File: config.mk
export PLATFORM = sky130hd
export DESIGN_NAME = packet_framer
export DESIGN_NICKNAME = d
export VERILOG_FILES = /design/src/rtl/framer_pkg.sv /design/src/rtl/packet_framer_nibble_to_ascii.sv /design/src/rtl/packet_framer.sv
export SDC_FILE = /design/constraint.sdc
export NUM_CORES = 1
export LEC_CHECK = 0
export ABC_AREA = 1
export CORE_ASPECT_RATIO = 0.8
export CORE_MARGIN = 4
export CORE_UTILIZATION = 50
export CTS_CLUSTER_SIZE = 24
export DETAILED_ROUTE_END_ITERATION = 12
export DONT_BUFFER_PORTS = 1
export PLACE_DENSITY = 0.65
export RECOVER_POWER = 25
export SLEW_MARGIN = 10
export SYNTH_ARGS = -nofsm -noshare
export SYNTH_HDL_FRONTEND = slang
export SYNTH_SLANG_ARGS = --single-unit
File: constraint.sdc
create_clock -name clk -period 3.8 [get_ports clk]
set_clock_uncertainty 0.2 [all_clocks]
set_input_delay 0.19 -clock clk [delete_from_list [all_inputs] [get_ports clk]]
set_output_delay 0.19 -clock clk [all_outputs]
set_load 0.01 [all_outputs]
File: src/rtl/framer_pkg.sv
// Shared types and helpers for the packet framer: FSM state encoding,
// ASCII offsets and the nibble-to-ASCII conversion.
// Pure declarations; no latency, no backpressure.
package framer_pkg;

    typedef enum logic [2:0] {
        IDLE,
        HEADER,
        DATA,
        CSUM,
        TERM
    } state_e;

    localparam logic [7:0] ASCII_ZERO      = 8'h30;
    localparam logic [7:0] ASCII_ALPHA_OFS = 8'h37;

    // 0-9 -> '0'-'9', 10-15 -> 'A'-'F'
    function automatic logic [7:0] nib2ascii(input logic [3:0] nib);
        if (nib <= 4'd9) begin
            return ASCII_ZERO + {4'h0, nib};
        end else begin
            return ASCII_ALPHA_OFS + {4'h0, nib};
        end
    endfunction

endpackage

File: src/rtl/packet_framer_nibble_to_ascii.sv
// Converts one hex nibble to its upper-case ASCII character.
// Latency: combinational.
// Backpressure: none; pure function of the input.
// Ports: nib_i (4-bit nibble), char_o (8-bit ASCII code).
module nibble_to_ascii
    import framer_pkg::*;
(
    input  logic [3:0] nib_i,
    output logic [7:0] char_o
);

    assign char_o = nib2ascii(nib_i);

endmodule

File: src/rtl/packet_framer.sv
// Serialises a captured wide packet into a framed byte stream with checksum
// (hex: DATA chars, 2 csum chars, terminator; binary: 2 sync bytes, DATA, csum).
// Latency: first byte valid 2 cycles after the capture pulse, then 1 byte/cycle.
// Backpressure: byte_out held stable while byte_valid && !byte_ready; packets
// arriving while a frame is in flight are counted in 'dropped' and discarded.
// Ports: clk, reset (async active-low), enable, packet_in/packet_valid (capture),
//        byte_out/byte_valid/byte_ready (byte handshake), busy, frame_done, dropped.
module packet_framer
    import framer_pkg::*;
#(
    parameter int          PACKET_SIZE = 256,
    parameter bit          BINARY      = 1'b0,
    parameter logic [15:0] SYNC_WORD   = 16'hA55A,
    parameter logic [7:0]  TERMINATOR  = 8'h0D
) (
    input  logic                   clk,
    input  logic                   reset,
    input  logic                   enable,
    input  logic [PACKET_SIZE-1:0] packet_in,
    input  logic                   packet_valid,
    output logic                   busy,
    output logic [7:0]             byte_out,
    output logic                   byte_valid,
    input  logic                   byte_ready,
    output logic                   frame_done,
    output logic [15:0]            dropped
);

    localparam int IDX_W = $clog2(PACKET_SIZE / 4) + 1;
    localparam int POS_W = $clog2(PACKET_SIZE);
    // Index of the last DATA byte; the counter stops exactly here.
    localparam logic [IDX_W-1:0] LAST_IDX =
        BINARY ? IDX_W'(PACKET_SIZE / 8 - 1) : IDX_W'(PACKET_SIZE / 4 - 1);

    state_e                   state_q, state_d;
    logic [PACKET_SIZE-1:0]   snap_q;
    logic [IDX_W-1:0]         idx_q, idx_d;
    logic [7:0]               csum_q, csum_d;
    logic [7:0]               byte_q, byte_d;
    logic                     byte_valid_q;
    logic                     busy_q;
    logic                     frame_done_q;
    logic [15:0]              dropped_q;

    logic                     accept;
    logic [POS_W-1:0]         hex_lsb;
    logic [POS_W-1:0]         bin_lsb;
    logic [3:0]               nib_sel;
    logic [7:0]               nib_char;

    assign accept = byte_valid_q & byte_ready;

    // Position advance; the checksum absorbs a DATA byte only when it is accepted.
    always_comb begin
        state_d = state_q;
        idx_d   = idx_q;
        csum_d  = csum_q;
        if (accept) begin
            unique case (state_q)
                HEADER: begin
                    if (idx_q == IDX_W'(1)) begin
                        state_d = DATA;
                        idx_d   = '0;
                    end else begin
                        idx_d = idx_q + IDX_W'(1);
                    end
                end
                DATA: begin
                    csum_d = csum_q + byte_q;
                    if (idx_q == LAST_IDX) begin
                        state_d = CSUM;
                        idx_d   = '0;
                    end else begin
                        idx_d = idx_q + IDX_W'(1);
                    end
                end
                CSUM: begin
                    if (BINARY || idx_q == IDX_W'(1)) begin
                        state_d = BINARY ? IDLE : TERM;
                        idx_d   = '0;
                    end else begin
                        idx_d = idx_q + IDX_W'(1);
                    end
                end
                TERM: begin
                    state_d = IDLE;
                    idx_d   = '0;
                end
                default: begin
                    state_d = state_q;
                end
            endcase
        end
    end

    // Byte for the next position, so it can be registered on the accepting
    // edge and the stream keeps 1 byte/cycle. csum_d already includes the
    // final DATA byte when stepping into CSUM.
    always_comb begin
        hex_lsb = POS_W'(PACKET_SIZE - 4) - POS_W'({idx_d, 2'b00});
        bin_lsb = POS_W'(PACKET_SIZE - 8) - POS_W'({idx_d, 3'b000});
        if (state_d == CSUM) begin
            nib_sel = (idx_d == '0) ? csum_d[7:4] : csum_d[3:0];
        end else begin
            nib_sel = snap_q[hex_lsb +: 4];
        end
    end

    nibble_to_ascii u_nib2asc (
        .nib_i  (nib_sel),
        .char_o (nib_char)
    );

    always_comb begin
        byte_d = '0;
        unique case (state_d)
            HEADER:  byte_d = (idx_d == '0) ? SYNC_WORD[15:8] : SYNC_WORD[7:0];
            DATA:    byte_d = BINARY ? snap_q[bin_lsb +: 8] : nib_char;
            CSUM:    byte_d = BINARY ? csum_d : nib_char;
            TERM:    byte_d = TERMINATOR;
            default: byte_d = '0;
        endcase
    end

    always_ff @(posedge clk or negedge reset) begin
        if (!reset) begin
            state_q      <= IDLE;
            snap_q       <= '0;
            idx_q        <= '0;
            csum_q       <= '0;
            byte_q       <= '0;
            byte_valid_q <= 1'b0;
            busy_q       <= 1'b0;
            frame_done_q <= 1'b0;
            dropped_q    <= '0;
        end else begin
            frame_done_q <= 1'b0;
            if (state_q == IDLE) begin
                if (packet_valid && enable) begin
                    snap_q  <= packet_in;
                    csum_q  <= '0;
                    idx_q   <= '0;
                    busy_q  <= 1'b1;
                    state_q <= BINARY ? HEADER : DATA;
                end
            end else begin
                if (packet_valid && dropped_q != 16'hFFFF) begin
                    dropped_q <= dropped_q + 16'd1;
                end
                if (!byte_valid_q) begin
                    // First byte of the frame: present it without advancing.
                    byte_q       <= byte_d;
                    byte_valid_q <= 1'b1;
                end else if (accept) begin
                    state_q <= state_d;
                    idx_q   <= idx_d;
                    csum_q  <= csum_d;
                    if (state_d == IDLE) begin
                        byte_q       <= '0;
                        byte_valid_q <= 1'b0;
                        busy_q       <= 1'b0;
                        frame_done_q <= 1'b1;
                    end else begin
                        byte_q <= byte_d;
                    end
                end
            end
        end
    end

    assign busy       = busy_q;
    assign byte_out   = byte_q;
    assign byte_valid = byte_valid_q;
    assign frame_done = frame_done_q;
    assign dropped    = dropped_q;

endmodule

==> results.tsv <==
metric	value	unit
DR WL/cell	19.1	µm
Synth Cell Area	15100	µm²
FF+latch count, synth	301	
Leakage	9.99	nW
Synth warnings	0	
largest net degree at the start of global routing	302	
vias in the first global route	15580	
# DRC	0	
area grow syn2layout	40.0	%
setup_tns	0	ns
Synth Area in Adders	0.0113	
Hold Fails Final Rpt	301	
syn_nets	2287	
Critical Path AT	3.96	ns
Finish-stage setup viols	0	
classification of the worst setup path	register to register	
stages on the worst setup path	32	
post-route ant nets	0	
CTS clk-pin slew, worst paths	0.06	ns
crit path max fanout	7	
WP buf/inv	4	
# rows	56	
Avg Cell Area, Syn	7.49	µm²
initial antenna violation count	3	
Core Area	29500	µm²
RePlAce Congestion	0.912	
share of post-route cells with drive strength above 1	0.0923	
initial DRC count	1319	
Fillers	2155	
Slew @ Worst Pin	0.702	ns
DRT Pass-1 Iters	8	
failing checks	negative hold slack	
Distinct cells, synth	37	
simple-gate share of the synthesized area	0.293	
DR vias	15368	
area of the multi-input gates	6490	µm²
largest family of logic cells by synthesized area	simple AND/OR/NAND/NOR gates	
Synth Instances	2013	
post-synthesis mux area share	0.000747	
Layout Cell Area excl Fill	21100	µm²
CP most frequent cell	nand2_1	
CP Data Required Time	4.05	ns
Placed Area	15700	µm²
Synth Area in XOR/XNOR	0.0105	
Final Max Slew Viols	0	
Post-Route Utilization	0.716	
slew margin rel.	0.532	
Num Clock Sinks	301	
H-tree depth	1	
Peak VDD IR	0.339	mV
CTS tree	yes	
initial core utilization	0.511	
Final Hold Slack	-0.882	ns
PwrDens	385	nW/µm²
slowest stage cell, crit path	dfrtp_1	
All-Layer GR Usage	0.312	
die width	202	µm
Final HPWL DP	31100	µm
Critical Path Sink Type	register	
storage element area	7530	µm²
root buffer cell	clkbuf_16	
Num CTS Buffers	31	
die area	33000	µm²
Final Cycle Share	0.977	
Worst Setup Start Kind	register	
sequential share of the synthesized area	0.500	
clock latency on the worst-skew pair	0.58	ns
reg2reg path depth	32	
aggregate global routing overflow	0	
Tmin final	3.71	ns
Hold Crit Class	input pin to async pin	
crit-path max cell delay	0.42	ns
I/O Pins	288	
outcome	finished, violations left	
Synth Area in Compound Gates	0.0967	
vias per inst	5.46	
max-cap violations	0	
Max Fclk	269	MHz
CTS Buffer Depth	3	
CP top delay family	simple AND/OR/NAND/NOR gates	
I/O Buffers	0	
layout net count	2657	
Die H	163	µm
Total Wirelength	53800	µm
Hold Buf Count CTS	349	
first-pass GRT wire length	83200	µm
-- timing repair --
item / 4_1_cts / 5_1_grt
setup endpoints to repair: 6 / 6
gates cloned: 3 / 7
pin swaps: 3 / 18
gates resized for setup: 11 / 76
buffers inserted: 4 / 28
hold endpoints to repair: 577 / 301
-- through the flow --
stage,instances,total power [W],worst slack [ns]
2_1_floorplan,2013,0.00413,0.390
6_report,2816,0.00812,0.0881
3_3_place_gp,2366,0.00453,0.0289
4_1_cts,2777,0.00783,0.00204
5_1_grt,2814,0.00842,-0.0922
3_5_place_dp,2366,0.00454,-0.0630
-- cell usage in the layout, fill, tap and decap left out, drive strengths merged --
master | synthesis | final
nand2 | 758 | 758
dlygate4sd3 | 0 | 349
dfrtp | 301 | 301
nand3 | 237 | 237
inv | 221 | 220
o21ai | 204 | 204
buf | 48 | 90
clkbuf | 64 | 54
nor2 | 52 | 52
a21oi | 29 | 29
o211ai | 26 | 26
xor2 | 13 | 13
nand4 | 12 | 12
nor3 | 12 | 12
ha | 12 | 12
o22ai | 9 | 9
diode | 0 | 5
xnor2 | 5 | 5
clkinv | 0 | 5
clkinvlp | 0 | 3
bufbuf | 0 | 3
and3 | 2 | 2
a21boi | 2 | 2
a31oi | 1 | 1
o21bai | 1 | 1
a22oi | 1 | 1
or2 | 1 | 1
mux2 | 1 | 1
fa | 1 | 1
bufinv | 0 | 1
-- registers in the layout (all words and copies together) (netlist names) --
signal / count
busy: 1
byte_out: 8
idx_q: 7
state_q: 3
dropped: 16
byte_valid: 1
frame_done: 1
csum_q: 8
snap_q: 256
-- synthesized netlist by cell type --
cell type    n  area share
buf_2       40       0.013
mux2_2       1     0.00075
buf_1        2     0.00050
o22ai_1      9      0.0037
nor2_4       1     0.00075
a21boi_0     1     0.00050
and3_1       2     0.00083
inv_1      211       0.053
fa_1         1      0.0013
nor2_1      50       0.012
a31oi_1      1     0.00042
nor3_2       2      0.0013
o211ai_1    26       0.013
or2_2        1     0.00042
nand4_1     12      0.0050
dfrtp_1    301        0.50
nor3_1      10      0.0033
a21oi_2      1     0.00058
nand3_1    235       0.078
buf_4        6      0.0030
inv_4        1     0.00042
nand2_2      2     0.00083
nand2_1    756        0.19
nor2_2       1     0.00042
clkbuf_1    64       0.016
o21bai_1     1     0.00050
nand3_4      1      0.0012
o21ai_1     15      0.0050
xnor2_1      5      0.0029
xor2_1      13      0.0076
a21oi_1     28      0.0093
a21boi_1     1     0.00050
nand3_2      1     0.00066
ha_1        12       0.010
a22oi_1      1     0.00050
o21ai_0    189       0.063
inv_2        9      0.0022
-- worst reg2reg max path: cells and delay by family (launching register included) --
kind | cells | cell delay [ns]
simple gates | 26 | 2.12
buf+inv | 4 | 0.46
flops | 1 | 0.42
fa+ha+maj | 2 | 0.37
-- where the power goes --
| group | switching, W | leakage, nW | internal, W | total (W) |
|---|---|---|---|---|
| logic | 0.000932 | 6.21 | 0.000833 | 0.00177 |
| registers | 0.0000916 | 3.30 | 0.00326 | 0.00335 |
| clock network | 0.00129 | 0.484 | 0.00172 | 0.00300 |
| total | 0.00231 | 9.99 | 0.00581 | 0.00812 |
-- layer usage --
layer,wire (µm),global-route usage
met5,0,0
met4,1690,0.0972
met3,4100,0.0534
met2,25300,0.516
met1,22700,0.427
-- area by class of cell --
type                            count  share of cell area
Clock buffer                       47              0.0434
Timing Repair Buffer              449               0.223
Clock inverter                      8             0.00350
Inverter                          221              0.0404
Multi-Input combinational cell   1379               0.308
Tap cell                          406              0.0241
Antenna cell                        5            0.000593
Sequential cell                   301               0.357
-- path summary, 6_finish.rpt --
check | startpoint | end | slack, ns
worst max-delay path | idx_q[0] | byte_out[3] | 0.09
worst min-delay path | reset | snap_q[246] | -0.88
worst max register to register | idx_q[0] | byte_out[3] | 0.09
worst min register to register | snap_q[49] | snap_q[49] | 0.28
max in group asynchronous | reset | snap_q[16] | 3.70
min in group clk | enable | snap_q[211] | 0
-- cells by family (layout without fill, tap and decap cells) --
kind of cell,after synthesis,in the layout
flops,301,301
buf+inv,333,725
compound gates,273,273
simple gates,1074,1074
xor+xnor,18,18
fa+ha+maj,13,13
mux,1,1
other cells,0,5
(Power assumes the default switching activity.)
